File: src/rtl/fx_reg_bank.sv
// fx_reg_bank: per-slot fx-bus register bank with RW config, RO status and a sticky irq block.
// Revision: 1.0
`default_nettype none

module fx_reg_bank #(
  parameter int         NUM_CFG  = 8,
  parameter logic [7:0] CFG_BASE = 8'h80,
  parameter int         NUM_STA  = 4,
  parameter logic [7:0] STA_BASE = 8'h40,
  parameter logic [7:0] VERSION  = 8'h02
) (
  input  logic                 clk_sys,
  input  logic                 rst_n,
  input  logic [15:0]          fx_waddr,
  input  logic                 fx_wr,
  input  logic [7:0]           fx_data,
  input  logic [15:0]          fx_raddr,
  input  logic                 fx_rd,
  output logic [7:0]           fx_q,
  input  logic [5:0]           mod_id,
  output logic [NUM_CFG*8-1:0] cfg_flat,
  output logic [NUM_CFG-1:0]   cfg_wstb,
  input  logic [NUM_STA*8-1:0] sta_flat,
  input  logic [7:0]           irq_src,
  output logic                 irq_out
);

  localparam logic [7:0] ADDR_ID    = 8'h00;
  localparam logic [7:0] ADDR_VER   = 8'h01;
  localparam logic [7:0] ADDR_PEND  = 8'h10;
  localparam logic [7:0] ADDR_MASK  = 8'h11;
  localparam logic [7:0] ADDR_FORCE = 8'h12;
  localparam int         FIXED_HI   = 'h12;

  localparam int CFG_LO = int'(CFG_BASE);
  localparam int CFG_HI = CFG_LO + NUM_CFG - 1;
  localparam int STA_LO = int'(STA_BASE);
  localparam int STA_HI = STA_LO + NUM_STA - 1;

  function automatic logic [NUM_CFG*8-1:0] cfg_reset_value();
    logic [NUM_CFG*8-1:0] v;
    v = '0;
    for (int i = 0; i < NUM_CFG; i++) begin
      v[8*i +: 8] = 8'(CFG_LO + i);
    end
    return v;
  endfunction

  localparam logic [NUM_CFG*8-1:0] CFG_RST = cfg_reset_value();

  // Address map sanity, caught at elaboration.
  if (NUM_CFG < 1 || NUM_CFG > 64) begin : g_bad_num_cfg
    $error("fx_reg_bank: NUM_CFG out of range 1..64");
  end
  if (NUM_STA < 1 || NUM_STA > 32) begin : g_bad_num_sta
    $error("fx_reg_bank: NUM_STA out of range 1..32");
  end
  if (CFG_LO <= STA_HI && STA_LO <= CFG_HI) begin : g_cfg_sta_overlap
    $error("fx_reg_bank: config and status ranges overlap");
  end
  if (CFG_LO <= FIXED_HI) begin : g_cfg_fixed_overlap
    $error("fx_reg_bank: config range overlaps fixed registers 0x00-0x12");
  end
  if (STA_LO <= FIXED_HI) begin : g_sta_fixed_overlap
    $error("fx_reg_bank: status range overlaps fixed registers 0x00-0x12");
  end

  logic                 now_wr;
  logic                 now_rd;
  logic [7:0]           wreg;
  logic [7:0]           rreg;
  logic                 unused_addr_bits;

  logic [NUM_CFG*8-1:0] cfg_q, cfg_d;
  logic [NUM_CFG-1:0]   cfg_wstb_q, cfg_wstb_d;
  logic [7:0]           irq_pend_q, irq_pend_d;
  logic [7:0]           irq_mask_q, irq_mask_d;
  logic                 irq_out_q, irq_out_d;
  logic [7:0]           rdata_q, rdata_d;
  logic [7:0]           pend_clr;
  logic [7:0]           pend_force;

  assign now_wr = fx_wr & (fx_waddr[13:8] == mod_id);
  assign now_rd = fx_rd & (fx_raddr[13:8] == mod_id);
  assign wreg   = fx_waddr[7:0];
  assign rreg   = fx_raddr[7:0];
  assign unused_addr_bits = ^{fx_waddr[15:14], fx_raddr[15:14]};

  always_comb begin
    cfg_d      = cfg_q;
    cfg_wstb_d = '0;
    irq_mask_d = irq_mask_q;
    pend_clr   = '0;
    pend_force = '0;
    if (now_wr) begin
      for (int i = 0; i < NUM_CFG; i++) begin
        if (wreg == 8'(CFG_LO + i)) begin
          cfg_d[8*i +: 8] = fx_data;
          cfg_wstb_d[i]   = 1'b1;
        end
      end
      if (wreg == ADDR_PEND)  pend_clr   = fx_data;
      if (wreg == ADDR_MASK)  irq_mask_d = fx_data;
      if (wreg == ADDR_FORCE) pend_force = fx_data;
    end
    // New events are OR-ed in after the clear so a coincident set is never lost.
    irq_pend_d = (irq_pend_q & ~pend_clr) | irq_src | pend_force;
    irq_out_d  = |(irq_pend_q & irq_mask_q);
  end

  always_comb begin
    rdata_d = '0;
    if (now_rd) begin
      if (rreg == ADDR_ID)   rdata_d = {2'b00, mod_id};
      if (rreg == ADDR_VER)  rdata_d = VERSION;
      if (rreg == ADDR_PEND) rdata_d = irq_pend_q;
      if (rreg == ADDR_MASK) rdata_d = irq_mask_q;
      for (int i = 0; i < NUM_CFG; i++) begin
        if (rreg == 8'(CFG_LO + i)) rdata_d = cfg_q[8*i +: 8];
      end
      for (int j = 0; j < NUM_STA; j++) begin
        if (rreg == 8'(STA_LO + j)) rdata_d = sta_flat[8*j +: 8];
      end
    end
  end

  always_ff @(posedge clk_sys or negedge rst_n) begin
    if (!rst_n) begin
      cfg_q      <= CFG_RST;
      cfg_wstb_q <= '0;
      irq_pend_q <= '0;
      irq_mask_q <= '0;
      irq_out_q  <= 1'b0;
      rdata_q    <= '0;
    end else begin
      cfg_q      <= cfg_d;
      cfg_wstb_q <= cfg_wstb_d;
      irq_pend_q <= irq_pend_d;
      irq_mask_q <= irq_mask_d;
      irq_out_q  <= irq_out_d;
      rdata_q    <= rdata_d;
    end
  end

  assign cfg_flat = cfg_q;
  assign cfg_wstb = cfg_wstb_q;
  assign irq_out  = irq_out_q;
  assign fx_q     = rdata_q;

endmodule

`default_nettype wire
File: config.mk
export PLATFORM = sky130hd
export DESIGN_NAME = fx_reg_bank
export DESIGN_NICKNAME = d
export VERILOG_FILES = /design/src/rtl/fx_reg_bank.sv
export SDC_FILE = /design/constraint.sdc
export NUM_CORES = 1
export LEC_CHECK = 0
export ABC_AREA = 0
export BUFFER_PORTS_ARGS = -buffer_cell sky130_fd_sc_hd__buf_4
export CAP_MARGIN = 20
export CORE_MARGIN = 2
export CORE_UTILIZATION = 30
export DETAILED_ROUTE_END_ITERATION = 7
export PLACE_DENSITY_LB_ADDON = 0.25
export SETUP_SLACK_MARGIN = 0.02
export SLEW_MARGIN = 10
export SYNTH_ARGS = -nofsm -noshare
export SYNTH_HDL_FRONTEND = slang
export SYNTH_SLANG_ARGS = --single-unit
export TNS_END_PERCENT = 30
File: constraint.sdc
create_clock -name clk_sys -period 2.5 [get_ports clk_sys]
set_clock_uncertainty 0.1 [all_clocks]
set_input_delay 0.25 -clock clk_sys [delete_from_list [all_inputs] [get_ports clk_sys]]
set_output_delay 0.25 -clock clk_sys [all_outputs]
set_load 0.05 [all_outputs]
# Yosys cells after proc, flatten, opt, wreduce, memory -nomap -nowiden
# Cells that the tools add are included.
dict set report op_classes {
  eq_ne 28
  mux 30
  bitwise_logic 7
  n_reduce_logical 11
}
# cell count
set ops {}
lappend ops {{$mux 8} 21}
lappend ops {{$eq 8x8->1 const B} 16}
lappend ops {{$eq 8x5->1 const B} 5}
lappend ops {{$eq 8x7->1 const B} 4}
lappend ops {{$reduce_and 2->1} 9}
lappend ops {{$and 8x8->8} 2}
lappend ops {{$or 8x8->8} 2}
lappend ops {{$eq 6x6->1} 2}
lappend ops {{$eq 8x1->1 const B} 1}
lappend ops {{$logic_not 8->1} 1}
lappend ops {{$mux 1} 8}
lappend ops {{$not 8->8} 1}
lappend ops {{$reduce_or 8->1} 1}
lappend ops {{$mux 6} 1}
lappend ops {{$and 1x1->1} 2}
dict set report totals {
  regBits 97
  output_inout_bits 81
  word_cells 89
}

# Depth between registers and ports, before layout
# Gate-level depths: netlist of the first run.
dict set report depth {
  depth_word 18
  depth_mapped 8
}

# Worst setup path after synthesis of the first run
# OpenSTA, ideal clock, no wires.
dict set report synth_timing {
  kind {input -> register}
  from {input port fx_waddr[2]}
  to {register irq_mask_q[0]}
  setup_time_ps 125
  arrival_ps 1853
  setup_slack_ps 423
  stages 5
  cell_sequence {buf_2 nor4_4 nand3_2 nor4_4 mux2_2}
}
dict set report synth_via {
  elab_chain_len 2
}
# item line
set synth_lines {}
lappend synth_lines {{from (decl)} 14} ;# input logic [15:0] fx_waddr,
lappend synth_lines {{$eq 8x5->1} 103} ;# if (wreg == ADDR_MASK) irq_mask_d = fx_data;
lappend synth_lines {{$reduce_and 2->1 (no line)} n/a}
lappend synth_lines {{to (signal assigned)} 139} ;# irq_mask_q <= irq_mask_d;
lappend synth_lines {{to (decl)} 77} ;# logic [7:0] irq_mask_q, irq_mask_d;
# No other way between the ends.
# A chain may end at the register's enable or synchronous reset.

# Worst setup path after layout of the first run
dict set report layout_timing {
  from {input port fx_raddr[6]}
  to {register rdata_q[7], in the netlist fx_q[7]}
}
dict set report layout_via {
  elab_chain_len 16
}
# item line
set layout_lines {}
lappend layout_lines {{from (decl)} 17} ;# input logic [15:0] fx_raddr,
lappend layout_lines {{$eq 8x5->1} 116} ;# if (rreg == ADDR_PEND) rdata_d = irq_pend_q;
lappend layout_lines {{$mux 8} 116}
lappend layout_lines {{$mux 8} 117} ;# if (rreg == ADDR_MASK) rdata_d = irq_mask_q;
lappend layout_lines {{$mux 8 (8 in series)} 119} ;# if (rreg == 8'(CFG_LO + i)) rdata_d = cfg_q[8*i +: 8];
lappend layout_lines {{$mux 8 (3 in series)} 122} ;# if (rreg == 8'(STA_LO + j)) rdata_d = sta_flat[8*j +: 8];
lappend layout_lines {{$mux 8 *} 122}
lappend layout_lines {{$mux 8 *} 113} ;# if (now_rd) begin
lappend layout_lines {{named net rdata_d[7]} 79} ;# logic [7:0] rdata_q, rdata_d;
lappend layout_lines {{to (signal assigned)} 141} ;# rdata_q <= rdata_d;
lappend layout_lines {{to (decl)} 79}
# Mark *: on every way through the listed nets, which the timed path passes. The rest lies on a longest branch.

==> metrics.md, run 1 <==
| Metric | Value |
|---|---|
| Bufs on Longest Clock Path | 2 |
| Status | complete, no violations |
| Buffers on Ports | 166 |
| Initial core utilization | 30.6% |
| Worst-path maximum fanout | 11 |
| Final Wtd Congestion | 0.904 |
| Worst-path clk slew | 0.07 ns |
| Post-CTS Resized | 0 |
| Total number of vias | 4524 |
| Post-DP Area | 6860 um^2 |
| Slew headroom | 60.3% |
| Synthesized instance count | 455 |
| Endpoint class of the critical path | flop |
| CP startpoint kind | input port |
| Total Routing Usage GR | 19.3% |
| Biggest area consumer among synthesized cells | dfrtp_1 |
| H-tree levels | 3 |
| Mapped Area | about 5300 um^2 |
| Reg-to-reg slack, setup | about 0.74 ns |
| Worst slew pin tran | a little under 0.6 ns |
| Worst R2R End | fx_q[3] |
| DRC | 0 |
| Antenna cells | 0 |
| Period utilization | around 74% |
| Antenna violations before repair | 0 |
| Post-CTS setup buffers | 0 |
| Filler Cells Inserted | 1729 |
| Worst setup path category | in2reg |
| Worst Hold Slack | 0.0103 ns |
| Ports | 171 |
| Syn_area_per_cell | 11.5 um^2 |
| Average wire per standard cell | 20.5 um |
| Post-synth EDFFs | 0 |
| Highest Clock Rate | 539 MHz |
| RSZ-0062 raised after global routing | no |
| Area grow syn2layout | 36.9% |
| Final Setup Violations | 0 |
| Cell variety after synth | 55 |
| Via density per instance | between 5 and 6 |
| Crit path DAT | 2.04 ns |
| Root Buffer | clkbuf_16 |
| Num CTS Buffers | 9 |
| Post-synth ARST share | 100% |
| Post-synth top flop | dfrtp_1 |
| CP required | roughly 2.7 ns |
| Sequential fraction of the synthesis area | 46.7% |
| Final #Nets | 721 |
| # Max-Cap Violations | 0 |
| Total Die Area | around 19000 um^2 |
| Critical R2R Launch | cfg_flat[59] |
| Clk sink count | 97 |
| Post-detail-place hpwl | 13600 um |
| Final wirelength | 17600 um |
| Top cells by area, synth | dfrtp_1, mux2_2, dfstp_2 |
| Fin. max-slew vios | 0 |
| R2R depth | 3 |
| Vias in the first global route | about 4600 |
| CTS tree | yes |
| Final WS setup | 0.644 ns |
| Post-synthesis register bit count | 97 |
| DR iter-0 viols | 247 |
| Congestion Overflow GR | 0 |
| Most common cell in the netlist | mux2_2 |
| Layout cell share with drive strength beyond 1 | 52.0% |
| Commonest cells post-synth | mux2_2, dfrtp_1, nor2_1 |
| Pre-Repair DR Iteration Count | 5 |
| Die Span Y | 136 um |
| Leak | about 3.4 nW |
| VDD IR max | 0.346 mV |
| Final Hold Fails | 0 |
| Hold Path Stages | 2 |
| Antenna Nets Post-Route | 0 |
| Global-route wire length before repair | 26900 um |
| Worst Hold Path EP | irq_pend_q[4] |
| Largest net degree at the start of global routing | 55 |
| Power Dens Cells | 446 nW/um^2 |
| Top cell type's share of synthesized area | between 30% and 40% |
| Critical hold path startpoint | irq_src[4] |
| Worst hold path type | in2reg |
| Die X | 136 um |
| Core Region | 17200 um^2 |
| Total Neg Setup Slack | 0 ns |
| Tmin final | 1.86 ns |
| Clock latency on the worst-skew pair | roughly 0.35 ns |
| Cell Rows | 48 |
| Post-Syn Nets | roughly 550 |
| Setup Slack @ Placement | 0.253 ns |
| Fin area | slightly above 7000 um^2 |
| Synth warn | 0 |
report_power, final:
group          internal (mW)  total [mW]  leakage [nW]  switching, mW
clock network          0.668        1.26         0.128          0.591
logic                  0.171       0.375          2.00          0.204
registers               1.57        1.58          1.24        0.00193
kinds of logic (layout without fill, tap and decap cells):
group / count (synthesis) / in the layout / share of synthesized area (%)
DFF: 97 / 97 / 46.7
xor gates and xnor gates: 12 / 12 / 2.00
AOI/OAI and AO/OA: 79 / 79 / 10.9
and+or+nand+nor: 131 / 131 / 15.3
muxes: 103 / 103 / 22.6
buffers and inverters: 33 / 214 / 2.48
timing repair:
action | 4_1_cts | 5_1_grt
endpoints found under the hold margin | 48 | 0
setup endpoints to repair | 0 | 0
hold buffers | 7 | 0
critical path, stage by stage:
cell,delay [ns]
buf_4,0.14
or4b_1,0.74
nor2_1,0.22
buf_4,0.15
o21ai_0,0.08
a31oi_1,0.28
o21a_1,0.17
worst max path at each step:
stage                      from  slack (ns)             to  depth (start not counted)
finish              fx_raddr[6]        0.64        fx_q[7]                          7
global route          mod_id[1]        0.48   cfg_flat[41]                          7
CTS                   mod_id[4]        0.61   cfg_flat[41]                          7
detailed placement    mod_id[4]        0.25   cfg_flat[41]                          7
global placement      mod_id[4]        0.29   cfg_flat[33]                          7
floorplan           fx_waddr[2]        0.42  irq_mask_q[0]                          5
cells in the final DEF, fill, tap and decap left out, types with 6 or more instances in the layout:
cell type / synthesis / layout
nor3_1: 7 / 7
nor2_1: 25 / 25
o21ai_0: 14 / 14
nand2b_1: 6 / 6
mux2i_1: 16 / 16
a221o_1: 8 / 8
nand3_1: 18 / 18
mux2_2: 83 / 83
buf_4: 0 / 186
nand2_1: 21 / 21
a22oi_1: 6 / 6
dlygate4sd3_1: 0 / 7
a211oi_1: 6 / 6
nor2b_1: 10 / 10
clkbuf_16: 0 / 9
a21oi_1: 10 / 10
dfstp_2: 20 / 20
xnor2_1: 9 / 9
dfrtp_1: 77 / 77
state kept, by name, indices dropped and copies added, names as in the netlist:
signal	cells
fx_q	8
cfg_wstb	8
irq_out	1
cfg_flat	64
irq_pend_q	8
irq_mask_q	8
per-layer routing:
| layer | track usage (%) | up-vias | share of wire [%] |
|---|---|---|---|
| met3 | 4.47 | 17 | 7.8 |
| met1 | 25.7 | 2254 | 44 |
| li1 | - | 2075 | - |
| met5 | 0 | - | 0 |
| met2 | 31.2 | 178 | 47 |
| met4 | 6.02 | 0 | 1.5 |
area by class of cell:
cell class	instances	area (um^2)	area share, %
clock buffer	10	229	3.18
inverter	3	11.3	0.157
multi-input combinational	325	2670	37.2
clock inverter	6	35.0	0.487
sequential	97	2450	34.1
timing repair buffer	195	1510	21.0
tap	225	282	3.92
metrics by stage:
| step | power (mW) | util (%) | std cells |
|---|---|---|---|
| final | 3.21 | 41.9 | 861 |
| after CTS | 3.24 | 41.9 | 861 |
| after global placement | 1.97 | 39.9 | 838 |
| after floorplan | 1.76 | - | 455 |
| after global routing | 3.34 | 41.9 | 861 |
| after detailed placement | 1.97 | 39.9 | 838 |
No activity file was read; power rests on OpenSTA's default activity.
==> inputs of run 2 (changes only) <==
Settings changed: ABC_AREA 0 to 1.
Clock period 2.5 ns to 1.9 ns, I/O delays scaled along.
==> run 2 against run 1 <==
  * Count of clock-buffer cells in the layout up 5
  * Combinational power rose by 2%
  * Synthesized cell count is 42% higher
  * Core utilization up 0.80 points
  * Via count is 7.6% higher
  * Power increased by 29%
  * Die area decreased by 4.1%
  * Cell area decreased by 2.3%
  * Critical path type is now reg2reg
==> metrics.md, run 2 <==
| Metric | Value |
|---|---|
| Antenna violations before repair | 0 (unchanged) |
| Average wire per standard cell | 15.4 um (-25%) |
| Worst-path maximum fanout | 3 (-8) |
| Slew headroom | 69.0% (+8.8 points) |
| Highest Clock Rate | 602 MHz |
| Total Die Area | 17800 um^2 (-4.1%) |
| Area of the multi-input gates | 2220 um^2 (-17%) |
| Total Neg Setup Slack | 0 ns (unchanged) |
| Total Routing Usage GR | 19.0% (-0.33 points) |
| Congestion Overflow GR | 0 (unchanged) |
| Mapped Area | 5030 um^2 (-4.2%) |
| Post-synth ARST share | 100% (unchanged) |
| Buffers on Ports | 166 (unchanged) |
| Antenna cells | 0 (unchanged) |
| Total number of vias | 4868 (+7.6%) |
| Most common cell in the netlist | nand2_1 |
| Clk sink count | 97 (unchanged) |
| Largest net degree at the start of global routing | 55 (unchanged) |
| Final wirelength | 16500 um (-6.6%) |
| Power Dens Cells | 590 nW/um^2 (+32%) |
| Post-detail-place hpwl | 12900 um (-4.7%) |
| RSZ-0062 raised after global routing | yes |
| CP required | 2.05 ns (-0.63 ns) |
| Period utilization | ~87% |
| Antenna Nets Post-Route | 0 (unchanged) |
| Post-synth top flop | dfrtp_1 |
| Fin area | 7020 um^2 (-2.3%) |
| Final #Nets | 934 (+30%) |
| Initial core utilization | 30.5% (-0.033 points) |
| H-tree levels | 3 (unchanged) |
| Post-Syn Nets | 736 (+35%) |
| Most frequent cells in the layout | nand2_1, buf_4, dfrtp_1 |
| Reg-to-reg slack, setup | 0.24 ns (-0.50 ns) |
| Commonest cells post-synth | nand2_1, dfrtp_1, nor2_1 |
| Tmin final | 1.66 ns |
| Ports | 171 (unchanged) |
| # Max-Cap Violations | 0 (unchanged) |
| Top cells by area, synth | dfrtp_1, nand2_1, dfstp_2 |
| Max reg flops | 64 (unchanged) |
| Final Wtd Congestion | 0.868 (-3.9%) |
| DRC | 0 (unchanged) |
| VDD IR max | 0.441 mV (+27%) |
| Via density per instance | 4.55 (-13%) |
| Cell variety after synth | 34 (-38%) |
| Leak | 3.39 nW (+0.69%) |
| Post-DP Area | 6670 um^2 (-2.7%) |
| Clock latency on the worst-skew pair | 0.35 ns (about the same) |
| Top cell type's share of synthesized area | 38.3% (+1.6 points) |
| Area grow syn2layout | 39.7% |
| Post-CTS setup buffers | 0 (unchanged) |
| Filler Cells Inserted | 1736 (+0.40%) |
| Worst slew pin tran | 0.461 ns (-0.136 ns) |
| Status | complete, no violations |
| Global-route wire length before repair | 25800 um (-4.0%) |
| Synthesized instance count | 646 (+42%) |
| Sequential fraction of the synthesis area | 48.8% (+2.1 points) |
| Post-synth EDFFs | 0 (unchanged) |
| Final Setup Violations | 0 (unchanged) |
| CTS tree | yes |
| Worst-path clk slew | 0.07 ns (about the same) |
| Core Region | 16500 um^2 (-4.1%) |
| Synth warn | 0 (unchanged) |
| Die X | 133 um (-2.1%) |
| CP startpoint kind | flop |
| Endpoint class of the critical path | flop |
| Commonest non-fill, non-tap cell in the layout | nand2_1 |
| Layout cell share with drive strength beyond 1 | 31.2% (-21 points) |
| Crit path DAT | 1.81 ns (-0.23 ns) |
| Overall Power | 4.14 mW (+29%) |
| Syn_area_per_cell | 7.78 um^2 (-33%) |
| Final Hold Fails | 0 (unchanged) |
| Post-synthesis register bit count | 97 (unchanged) |
| Cell Rows | 47 (-2.1%) |
| Biggest area consumer among synthesized cells | dfrtp_1 |
| Fin. max-slew vios | 0 (unchanged) |
| Worst hold path type | in2reg |
| Final Core Density | 42.7% (+0.80 points) |
| Worst setup path category | reg2reg |
| Pre-Repair DR Iteration Count | 4 (-1) |
| Die Span Y | 133 um (-2.1%) |
| Root Buffer | clkbuf_16 |
| Register Area | 2450 um^2 (unchanged) |
| DR iter-0 viols | 290 (+17%) |
| Bufs on Longest Clock Path | 2 (unchanged) |
| Vias in the first global route | 4832 (+4.8%) |
| Num CTS Buffers | 9 (unchanged) |
==> run 2: cell types whose count changed after synthesis, sizes merged, moves of 17 or more <==
cell	previous run	this run
nand2	21	200
mux2	83	0
o21ai	14	85
inv	3	72
nor2	25	80
clkbuf	20	0
a21oi	10	27
==> run 2: power by group <==
group          switching [mW]  internal [mW]  total, mW
registers             0.00386           2.07       2.08
clock network           0.760          0.925       1.69
logic                   0.208          0.174      0.382
total                   0.972           3.17       4.14
==> run 2: critical path, cell delays in order, from the launching register on <==
cell and delay, ns:
dfrtp_1 0.43, nand3_1 0.11, nand3_1 0.13, nor2_1 0.13
nand4_1 0.11, nand2_1 0.10, nand4_1 0.09, nor2_2 0.15
nand4_1 0.11, nand2_1 0.07, inv_1 0.03
==> run 2: stage by stage <==
stage | instances | setup slack [ns] | hold slack [ns]
6_report | 1069 | 0.238 | 0.0203
5_1_grt | 1069 | 0.0175 | 0.0296
4_1_cts | 1069 | 0.185 | 0.0112
3_5_place_dp | 1044 | -0.0763 | -0.0150
3_3_place_gp | 1044 | -0.0129 | -0.0168
2_1_floorplan | 646 | 0.320 | -0.206
==> run 2: per-layer routing <==
layer	global-route usage, %	vias up	routed length, um
li1	-	2510	-
met1	25.3	2216	7530
met2	30.9	124	7650
met3	3.69	18	956
met4	6.80	0	316
met5	0	-	0
==> run 2: worst paths after layout <==
check	start	depth (start not counted)	endpoint
setup / recovery	irq_pend_q[1]	10	fx_q[1]
min in group asynchronous	rst_n	2	fx_q[7]
setup reg to reg	irq_pend_q[1]	10	fx_q[1]
hold reg to reg	irq_mask_q[0]	2	irq_mask_q[0]
max in group asynchronous	rst_n	3	cfg_flat[7]
hold / removal	sta_flat[30]	3	fx_q[6]
==> run 2: logic make-up (layout without fill, tap and decap cells) <==
| logic type | Yosys count | in the layout | share of synthesized area (%) |
|---|---|---|---|
| and+or+nand+nor | 338 | 338 | 29.2 |
| AOI/OAI and AO/OA | 125 | 125 | 14.5 |
| DFF | 97 | 97 | 48.8 |
| buffers and inverters | 83 | 286 | 7.02 |
| xor gates and xnor gates | 3 | 3 | 0.523 |
==> run 2: repair_timing <==
action | CTS | global route
endpoints found under the setup margin | 0 | 2
hold buffers | 9 | 0
gates resized for setup | 0 | 1
hold endpoints to repair | 66 | 0
==> run 2: final cells by class <==
| type | count | area share, % |
|---|---|---|
| sequential | 97 | 34.9 |
| inverter | 72 | 3.92 |
| clock inverter | 1 | 0.0713 |
| tap | 220 | 3.92 |
| multi-input combinational | 466 | 31.7 |
| timing repair buffer | 198 | 21.8 |
| clock buffer | 15 | 3.67 |
